[src/rtl/ctrl_pipe_pkg.sv]
`default_nettype none
// ============================================================================
// Module  : ctrl_pipe_pkg
// Brief   : Opcode, ALUOp and control-bundle bit-index constants for the
//           pipelined control unit.
// Revision: 1.0 - initial release
// ============================================================================
package ctrl_pipe_pkg;

    localparam logic [5:0] OPC_R    = 6'b000000;
    localparam logic [5:0] OPC_LW   = 6'b100011;
    localparam logic [5:0] OPC_SW   = 6'b101011;
    localparam logic [5:0] OPC_BEQ  = 6'b000100;
    localparam logic [5:0] OPC_ADDI = 6'b001000;
    localparam logic [5:0] OPC_SLTI = 6'b001010;
    localparam logic [5:0] OPC_ANDI = 6'b001100;
    localparam logic [5:0] OPC_ORI  = 6'b001101;

    localparam logic [2:0] ALUOP_ADD   = 3'b000;
    localparam logic [2:0] ALUOP_SUB   = 3'b001;
    localparam logic [2:0] ALUOP_RTYPE = 3'b010;
    localparam logic [2:0] ALUOP_SLT   = 3'b100;
    localparam logic [2:0] ALUOP_AND   = 3'b101;
    localparam logic [2:0] ALUOP_OR    = 3'b111;

    localparam int EX_REGDST   = 0;
    localparam int M_BRANCH    = 0;
    localparam int M_MEMREAD   = 1;
    localparam int M_MEMWRITE  = 2;
    localparam int WB_REGWRITE = 0;
    localparam int WB_MEMTOREG = 1;

    typedef logic [2:0] m_bundle_t;
    typedef logic [1:0] wb_bundle_t;

    // ALUSrc sits just above the ALUOp field, so its index follows ALUOP_W.
    function automatic int ex_alusrc_idx(input int aluop_w);
        return aluop_w + 1;
    endfunction

endpackage
`default_nettype wire

[src/rtl/ctrl_pipe_unit_decode.sv]
`default_nettype none
// ============================================================================
// Module  : ctrl_decode
// Brief   : Combinational opcode decode into WB/M/EX bundles, illegal flag
//           and rt-usage flag.
// Revision: 1.0 - initial release
// ============================================================================
module ctrl_decode
    import ctrl_pipe_pkg::*;
#(
    parameter int ALUOP_W = 3
) (
    input  logic [5:0]         opc,
    output wb_bundle_t         wb,
    output m_bundle_t          m,
    output logic [ALUOP_W+1:0] ex,
    output logic               illegal,
    output logic               uses_rt
);

    always_comb begin
        wb      = '0;
        m       = '0;
        ex      = '0;
        illegal = 1'b0;
        uses_rt = 1'b0;
        case (opc)
            OPC_R: begin
                ex[EX_REGDST]    = 1'b1;
                ex[ALUOP_W:1]    = ALUOP_W'(ALUOP_RTYPE);
                wb[WB_REGWRITE]  = 1'b1;
                uses_rt          = 1'b1;
            end
            OPC_LW: begin
                ex[ex_alusrc_idx(ALUOP_W)] = 1'b1;
                ex[ALUOP_W:1]    = ALUOP_W'(ALUOP_ADD);
                m[M_MEMREAD]     = 1'b1;
                wb[WB_REGWRITE]  = 1'b1;
                wb[WB_MEMTOREG]  = 1'b1;
            end
            OPC_SW: begin
                ex[ex_alusrc_idx(ALUOP_W)] = 1'b1;
                ex[ALUOP_W:1]    = ALUOP_W'(ALUOP_ADD);
                m[M_MEMWRITE]    = 1'b1;
                uses_rt          = 1'b1;
            end
            OPC_BEQ: begin
                ex[ALUOP_W:1]    = ALUOP_W'(ALUOP_SUB);
                m[M_BRANCH]      = 1'b1;
                uses_rt          = 1'b1;
            end
            OPC_ADDI, OPC_SLTI, OPC_ANDI, OPC_ORI: begin
                ex[ex_alusrc_idx(ALUOP_W)] = 1'b1;
                wb[WB_REGWRITE]  = 1'b1;
                case (opc)
                    OPC_SLTI: ex[ALUOP_W:1] = ALUOP_W'(ALUOP_SLT);
                    OPC_ANDI: ex[ALUOP_W:1] = ALUOP_W'(ALUOP_AND);
                    OPC_ORI:  ex[ALUOP_W:1] = ALUOP_W'(ALUOP_OR);
                    default:  ex[ALUOP_W:1] = ALUOP_W'(ALUOP_ADD);
                endcase
            end
            default: illegal = 1'b1;
        endcase
    end

endmodule
`default_nettype wire

[src/rtl/ctrl_pipe_unit.sv]
`default_nettype none
// ============================================================================
// Module  : ctrl_pipe_unit
// Brief   : Pipelined control unit: decode, ID/EX-EX/MEM-MEM/WB control
//           registers, load-use bubble, branch flush, external freeze.
//           Optional perf counters enabled by macro CTRL_PERF_CNT_EN.
// Revision: 1.0 - initial release
// ============================================================================
module ctrl_pipe_unit
    import ctrl_pipe_pkg::*;
#(
    parameter int REG_W   = 5,
    parameter int ALUOP_W = 3
`ifdef CTRL_PERF_CNT_EN
    ,
    parameter int CNT_W   = 16
`endif
) (
    input  logic               clk,
    input  logic               rst_n,
    input  logic [5:0]         opc,
    input  logic               valid_id,
    input  logic [REG_W-1:0]   rs_id,
    input  logic [REG_W-1:0]   rt_id,
    input  logic               branch_taken_mem,
    input  logic               stall_ext,
    output logic [ALUOP_W+1:0] ex_ctrl,
    output logic               ex_illegal,
    output logic [2:0]         m_ctrl,
    output logic [1:0]         wb_ctrl,
    output logic               pc_write,
    output logic               ifid_write,
    output logic               ifid_flush
`ifdef CTRL_PERF_CNT_EN
    ,
    output logic [CNT_W-1:0]   stall_cnt,
    output logic [CNT_W-1:0]   flush_cnt
`endif
);

    wb_bundle_t         dec_wb;
    m_bundle_t          dec_m;
    logic [ALUOP_W+1:0] dec_ex;
    logic               dec_illegal;
    logic               dec_uses_rt;

    ctrl_decode #(.ALUOP_W(ALUOP_W)) u_decode (
        .opc     (opc),
        .wb      (dec_wb),
        .m       (dec_m),
        .ex      (dec_ex),
        .illegal (dec_illegal),
        .uses_rt (dec_uses_rt)
    );

    wb_bundle_t         idex_wb_q, idex_wb_d, exmem_wb_q, exmem_wb_d, memwb_wb_q, memwb_wb_d;
    m_bundle_t          idex_m_q, idex_m_d, exmem_m_q, exmem_m_d;
    logic [ALUOP_W+1:0] idex_ex_q, idex_ex_d;
    logic [REG_W-1:0]   idex_rt_q, idex_rt_d;
    logic               idex_ill_q, idex_ill_d;
    logic               hz;
    logic               pc_write_c, ifid_write_c, ifid_flush_c;

    assign hz = idex_m_q[M_MEMREAD] && (idex_rt_q != '0) &&
                ((idex_rt_q == rs_id) || ((idex_rt_q == rt_id) && dec_uses_rt));

    always_comb begin
        idex_wb_d    = idex_wb_q;
        idex_m_d     = idex_m_q;
        idex_ex_d    = idex_ex_q;
        idex_rt_d    = idex_rt_q;
        idex_ill_d   = idex_ill_q;
        exmem_wb_d   = exmem_wb_q;
        exmem_m_d    = exmem_m_q;
        memwb_wb_d   = memwb_wb_q;
        pc_write_c   = 1'b0;
        ifid_write_c = 1'b0;
        ifid_flush_c = 1'b0;
        if (stall_ext) begin
            // Frozen: MEM keeps asserting branch_taken_mem, so a pending flush replays later.
        end else if (branch_taken_mem) begin
            idex_wb_d    = '0;
            idex_m_d     = '0;
            idex_ex_d    = '0;
            idex_rt_d    = '0;
            idex_ill_d   = 1'b0;
            exmem_wb_d   = '0;
            exmem_m_d    = '0;
            memwb_wb_d   = exmem_wb_q;
            ifid_flush_c = 1'b1;
            pc_write_c   = 1'b1;
            ifid_write_c = 1'b1;
        end else begin
            exmem_wb_d   = idex_wb_q;
            exmem_m_d    = idex_m_q;
            memwb_wb_d   = exmem_wb_q;
            idex_wb_d    = '0;
            idex_m_d     = '0;
            idex_ex_d    = '0;
            idex_rt_d    = '0;
            idex_ill_d   = 1'b0;
            if (!hz) begin
                pc_write_c   = 1'b1;
                ifid_write_c = 1'b1;
                if (valid_id) begin
                    idex_wb_d  = dec_wb;
                    idex_m_d   = dec_m;
                    idex_ex_d  = dec_ex;
                    idex_rt_d  = rt_id;
                    idex_ill_d = dec_illegal;
                end
            end
        end
    end

    always_ff @(posedge clk or negedge rst_n) begin
        if (!rst_n) begin
            idex_wb_q  <= '0;
            idex_m_q   <= '0;
            idex_ex_q  <= '0;
            idex_rt_q  <= '0;
            idex_ill_q <= 1'b0;
            exmem_wb_q <= '0;
            exmem_m_q  <= '0;
            memwb_wb_q <= '0;
        end else begin
            idex_wb_q  <= idex_wb_d;
            idex_m_q   <= idex_m_d;
            idex_ex_q  <= idex_ex_d;
            idex_rt_q  <= idex_rt_d;
            idex_ill_q <= idex_ill_d;
            exmem_wb_q <= exmem_wb_d;
            exmem_m_q  <= exmem_m_d;
            memwb_wb_q <= memwb_wb_d;
        end
    end

    assign ex_ctrl    = idex_ex_q;
    assign ex_illegal = idex_ill_q;
    assign m_ctrl     = exmem_m_q;
    assign wb_ctrl    = memwb_wb_q;
    assign pc_write   = rst_n & pc_write_c;
    assign ifid_write = rst_n & ifid_write_c;
    assign ifid_flush = rst_n & ifid_flush_c;

`ifdef CTRL_PERF_CNT_EN
    logic [CNT_W-1:0] stall_cnt_q, stall_cnt_d, flush_cnt_q, flush_cnt_d;

    always_comb begin
        stall_cnt_d = stall_cnt_q;
        flush_cnt_d = flush_cnt_q;
        if (hz && !stall_ext && !branch_taken_mem && (stall_cnt_q != '1))
            stall_cnt_d = stall_cnt_q + CNT_W'(1);
        if (ifid_flush_c && (flush_cnt_q != '1))
            flush_cnt_d = flush_cnt_q + CNT_W'(1);
    end

    always_ff @(posedge clk or negedge rst_n) begin
        if (!rst_n) begin
            stall_cnt_q <= '0;
            flush_cnt_q <= '0;
        end else begin
            stall_cnt_q <= stall_cnt_d;
            flush_cnt_q <= flush_cnt_d;
        end
    end

    assign stall_cnt = stall_cnt_q;
    assign flush_cnt = flush_cnt_q;
`endif

endmodule
`default_nettype wire

[config.mk]
export PLATFORM = sky130hd
export DESIGN_NAME = ctrl_pipe_unit
export DESIGN_NICKNAME = d
export VERILOG_FILES = /design/src/rtl/ctrl_pipe_pkg.sv /design/src/rtl/ctrl_pipe_unit_decode.sv /design/src/rtl/ctrl_pipe_unit.sv
export SDC_FILE = /design/constraint.sdc
export NUM_CORES = 1
export LEC_CHECK = 0
export ABC_AREA = 0
export BUFFER_PORTS_ARGS = -buffer_cell sky130_fd_sc_hd__buf_2
export CAP_MARGIN = 20
export CELL_PAD_IN_SITES_DETAIL_PLACEMENT = 1
export CELL_PAD_IN_SITES_GLOBAL_PLACEMENT = 1
export CORE_UTILIZATION = 31
export CTS_BUF_LIST = sky130_fd_sc_hd__clkbuf_4 sky130_fd_sc_hd__clkbuf_8
export CTS_CLUSTER_DIAMETER = 40
export DETAILED_ROUTE_END_ITERATION = 6
export HOLD_SLACK_MARGIN = 0.06
export PLACE_DENSITY = 0.76
export SLEW_MARGIN = 20
export SYNTH_ARGS = -nofsm -noshare
export SYNTH_HDL_FRONTEND = slang
export SYNTH_SLANG_ARGS = --single-unit
[constraint.sdc]
create_clock -name clk -period 2.38 [get_ports clk]
set_input_delay 0.238 -clock clk [delete_from_list [all_inputs] [get_ports clk]]
set_output_delay 0.238 -clock clk [all_outputs]
set_load 0.01 [all_outputs]
==> metrics, run 1 <==
Lkg Pwr 0.688 nW; highest clock rate 435 MHz; Worst-path clk slew 0.08 ns; Buffers on Ports 34; Via density 5.30; Power Density 510 nW/um^2; Placer Congestion 0.773; number of remaining DRC errors 0; unrepaired setup endpoints after global routing no; syn nets 130; share of cells above drive strength 1 31.7%; worst hold path type in2reg; most common cell in the netlist dfrtp_1; post-DP HPWL 2.12 mm; Layout Cells excl Fill 188; All-Layer GR Usage 14.6%; first-pass GRT wire length 4.54 mm; Post-synth top cells 21 x dfrtp_1, 13 x a32o_1, 7 x xnor2_1, 6 x nand2_1, 6 x nor2b_1; Slew headroom 64.8%; average cell area after synthesis 10.6 um^2; internal power 0.542 mW; Synth async-reset ratio 100%; largest net degree at the start of global routing 28; Slew Limit Fails 0; Layout area overhead 22.2%; Design Area, Final 1410 um^2; Routed Antenna Nets 0; worst hold slack 0.255 ns; # setup viols final 0; initial antenna violation count 0; Net count, final 164; maxcap violations 0; final wirelength 2.77 mm; CTS Buffer Depth 2; Synth Flop Type dfrtp_1; GRT overflow 0; Initial Utilization 33.6%; Root Driver clkbuf_8; wire per inst 14.7 um; diode count 0; CP max FO 8; Hold Fails Final Rpt 0; Final min period 2.30 ns; Crit path arrival time 2.06 ns; Core Region 3440 um^2; Synth area leaders dfrtp_1 45%, a32o_1 11%, xnor2_1 5.3%, nor2b_1 3.2%, xor2_1 2.3%; placed cell count 183; die area 3980 um^2; initial drt markers 36; # resized after CTS 0; cell taking the most area after synthesis dfrtp_1; Critical Path Sink Type primary output; Die Width 63.1 um; Overall Power 0.721 mW; Yosys top cell area share 45.5%; Final period util 96.7%; H-tree levels 1; Via Count 996; status complete, no violations; I/O pin count 35; Util after Layout 41.0%; CTS sink count 21; EDFF count, synth 0; number of detailed-route iterations in the first pass 4; CTS buffer count 3; switching part of the total power 24.8%; Comb power frac 14.6%; Final WS setup 0.0787 ns; CP Launch Type flop; vias in the first global route 934; worst skew pair latency 0.25 ns; worst path required time 2.14 ns; Psw 0.178 mW; Setup Skew 0.00308 ns; Reg power frac 51.9%; # rows 21; TNS Setup 0 ns; Yosys cell types 35; CTS tree yes; Seq cells post-synth 21; Area after DPL 1350 um^2; die height 63.1 um; sequential element share of the synthesized area 45.5%; actual slew at the worst max-slew pin 0.523 ns; synthesized cell area 1160 um^2; Ys Warns 0; Max VDD drop 0.191 mV; Syn Inst Count 109; Clk pwr share 33.6%; DP Worst Slack 0.362 ns; critical path class reg2out
[power by group through the flow]
stage	Combinational, mW	Sequential [mW]	Clock [mW]
after floorplan	0.0574	0.380	0
after global placement	0.102	0.380	0
after detailed placement	0.105	0.381	0
after CTS	0.107	0.374	0.248
after global routing	0.117	0.375	0.266
final	0.105	0.374	0.242
[metal layers]
metal	track usage, %	vias to the layer above	wire (um)
met5	0	-	0
met3	2.36	2	80
met1	19.0	498	1250
li1	-	477	-
met2	23.9	19	1410
met4	5.81	0	28
[kinds of logic after synthesis]
kind of cell / count (synthesis) / synth area share (%)
flip-flops: 21 / 45.5
multiplexers: 2 / 1.95
AND/OR/NAND/NOR: 35 / 17.6
AO/OA/AOI/OAI: 32 / 23.2
XOR/XNOR: 10 / 7.58
buffers and inverters: 9 / 4.22
[repair_timing]
item                                   CTS  global route
buffers inserted                         0             0
endpoints found under the hold margin   21             0
hold buffers                             1             0
[layout make-up]
type | count | area, um^2
fillers | 405 | 2030
well taps | 46 | 57.6
inverters | 1 | 3.75
flip-flops and latches | 21 | 526
repair buffers | 37 | 195
clock buffers | 4 | 48.8
multi-input cells | 79 | 582
[critical path, stage by stage, from the launching register on]
cell	delay (ns)
dfrtp_1	0.43
or4_1	0.55
o21ai_2	0.14
nor2_1	0.09
a21oi_4	0.28
o211a_1	0.19
buf_2	0.12
[final timing paths]
path                              start             to  slack [ns]  cells after the start
max                        idex_rt_q[1]       pc_write        0.08                      6
max reg2reg                idex_rt_q[1]   idex_wb_q[0]        0.42                      6
max in group asynchronous         rst_n     ex_ctrl[3]        1.58                      2
min                            rt_id[4]   idex_rt_q[4]        0.25                      2
min in group asynchronous         rst_n  exmem_wb_q[0]        0.47                      2
min reg2reg                   m_ctrl[0]      m_ctrl[0]        0.49                      2
[placed cells by master, fill, tap and decap left out, types with 2 or more instances in the layout]
master,Yosys,final
a32o_1,13,13
xnor2_1,7,7
nor2b_1,6,6
a21oi_1,5,5
buf_2,0,34
o21ai_0,4,4
nand3_1,2,2
xor2_1,3,3
nor2_1,4,4
a41o_1,2,2
buf_4,2,2
nand2b_1,4,4
nor4_1,2,2
clkbuf_8,0,3
mux2_2,2,2
and2_1,3,3
nand2_1,6,6
dfrtp_1,21,21
[state kept, by name, indices dropped and copies added, names as in the netlist]
signal and flops:
ex_ctrl 5, ex_illegal 1, exmem_wb_q 1, idex_m_q 3
idex_rt_q 5, idex_wb_q 1, m_ctrl 3, wb_ctrl 2
Power figures use the tool's default switching activity.
==> run 2: changes to the inputs <==
==> constraint.sdc (replaced) <==
create_clock -name clk -period 2.38 [get_ports clk]
set_input_delay 0.238 -clock clk [delete_from_list [all_inputs] [get_ports clk]]
set_output_delay 0.238 -clock clk [all_outputs]
set_load 0.1 [all_outputs]
==> metrics, run 2 (synthesized netlist as in run 1, its figures left out) <==
status complete, no violations; vias in the first global route 1070; maxcap violations 0; most common cell after layout, fill and taps aside buf_2; worst path required time 2.14 ns; Layout area overhead 26.5%; diode count 0; final wirelength 2.98 mm; # rows 21; hold path cells 2; Layout Cells excl Fill 190; die height 63.1 um; Core Region 3440 um^2; post-CTS setup buffers 0; unrepaired setup endpoints after global routing no; Slew headroom 68.3%; Worst-path clk slew 0.07 ns; Setup Skew 0.00756 ns; number of remaining DRC errors 0; Area after DPL 1410 um^2; largest net degree at the start of global routing 28; Hold Fails Final Rpt 0; I/O pin count 35; Root Driver clkbuf_8; Design Area, Final 1460 um^2; post-DP HPWL 2.23 mm; DP Worst Slack 0.377 ns; Final period util 96.0%; actual slew at the worst max-slew pin 0.471 ns; Final min period 2.28 ns; Buffers on Ports 34; die area 3980 um^2; CTS buffer count 3; wire per inst 15.7 um; Crit path arrival time 2.05 ns; CTS Buffer Depth 2; Die Width 63.1 um; Net count, final 166; H-tree levels 1; share of cells above drive strength 1 33.3%; worst skew pair latency 0.26 ns; Routed Antenna Nets 0; critical path class reg2out; most frequent cells in the layout 32 x buf_2, 21 x dfrtp_1, 13 x a32o_1, 7 x xnor2_1; Via density 5.28; highest clock rate 438 MHz; GRT overflow 0; Placer Congestion 0.829; worst hold path type in2reg; Critical Path Sink Type primary output; placed cell count 185; first-pass GRT wire length 5.00 mm; All-Layer GR Usage 15.8%; CP max FO 4; TNS Setup 0 ns; Power Density 520 nW/um^2; initial drt markers 17; # setup viols final 0; Final WS setup 0.0958 ns; Max VDD drop 0.178 mV; Util after Layout 42.5%; Slew Limit Fails 0; CTS tree yes; Via Count 1004; Lkg Pwr 0.701 nW; initial antenna violation count 0; CTS sink count 21; CP Launch Type flop; Worst R2R Path Depth 6; Initial Utilization 33.6%; number of detailed-route iterations in the first pass 4
run 2: changes by cell type in the layout (fill, tap and decap cells not counted), sizes merged:
| cell | change |
|---|---|
| clkbuf | -1 |
| buf | +2 |
| clkinv | +1 |
run 2: timing repair:
action,CTS,global route
endpoints found under the hold margin,11,0
hold buffers,1,0
gates resized for setup,0,0
run 2: layout make-up:
type / instances / area, um^2
fill: 410 / 1980
multi-input combinational: 79 / 589
sequential: 21 / 526
timing repair buffer: 39 / 240
tap: 46 / 57.6
clock buffer: 3 / 41.3
clock inverter: 1 / 5.00
inverter: 1 / 3.75
run 2: metal layers:
layer | GRT usage [%] | routed length, um | vias to the layer above
met2 | 27.0 | 1500 | 22
li1 | - | - | 475
met4 | 8.14 | 47 | 0
met1 | 19.3 | 1350 | 503
met3 | 2.17 | 84 | 4
met5 | 0 | 0 | -
run 2: stage by stage:
step	total power, mW	hold slack (ns)
2_1_floorplan	0.475	-0.0576
6_report	0.761	0.254
3_3_place_gp	0.527	0.131
3_5_place_dp	0.532	0.144
4_1_cts	0.764	0.250
5_1_grt	0.790	0.256
run 2: final timing paths:
| check | slack (ns) | startpoint | endpoint |
|---|---|---|---|
| setup / recovery | 0.1 | idex_rt_q[1] | pc_write |
| hold / removal | 0.25 | rt_id[3] | idex_rt_q[3] |
| setup reg to reg | 0.49 | idex_rt_q[1] | idex_rt_q[1] |
| hold reg to reg | 0.50 | exmem_wb_q[0] | exmem_wb_q[0] |
| max in group asynchronous | 1.53 | rst_n | wb_ctrl[0] |
| min in group asynchronous | 0.39 | rst_n | m_ctrl[1] |
run 2: critical path: stages (launching register included):
cell and delay [ns]:
dfrtp_1 0.43, or4_1 0.55, o21ai_2 0.15, nor2_1 0.10
a21oi_4 0.17, o211a_4 0.21, buf_12 0.17
run 2: power by group:
group | total, mW | switching [mW] | internal [mW] | leakage, nW
sequential | 0.374 | 0.00908 | 0.365 | 0.290
clock | 0.235 | 0.118 | 0.117 | 0.0255
combinational | 0.153 | 0.0969 | 0.0558 | 0.386
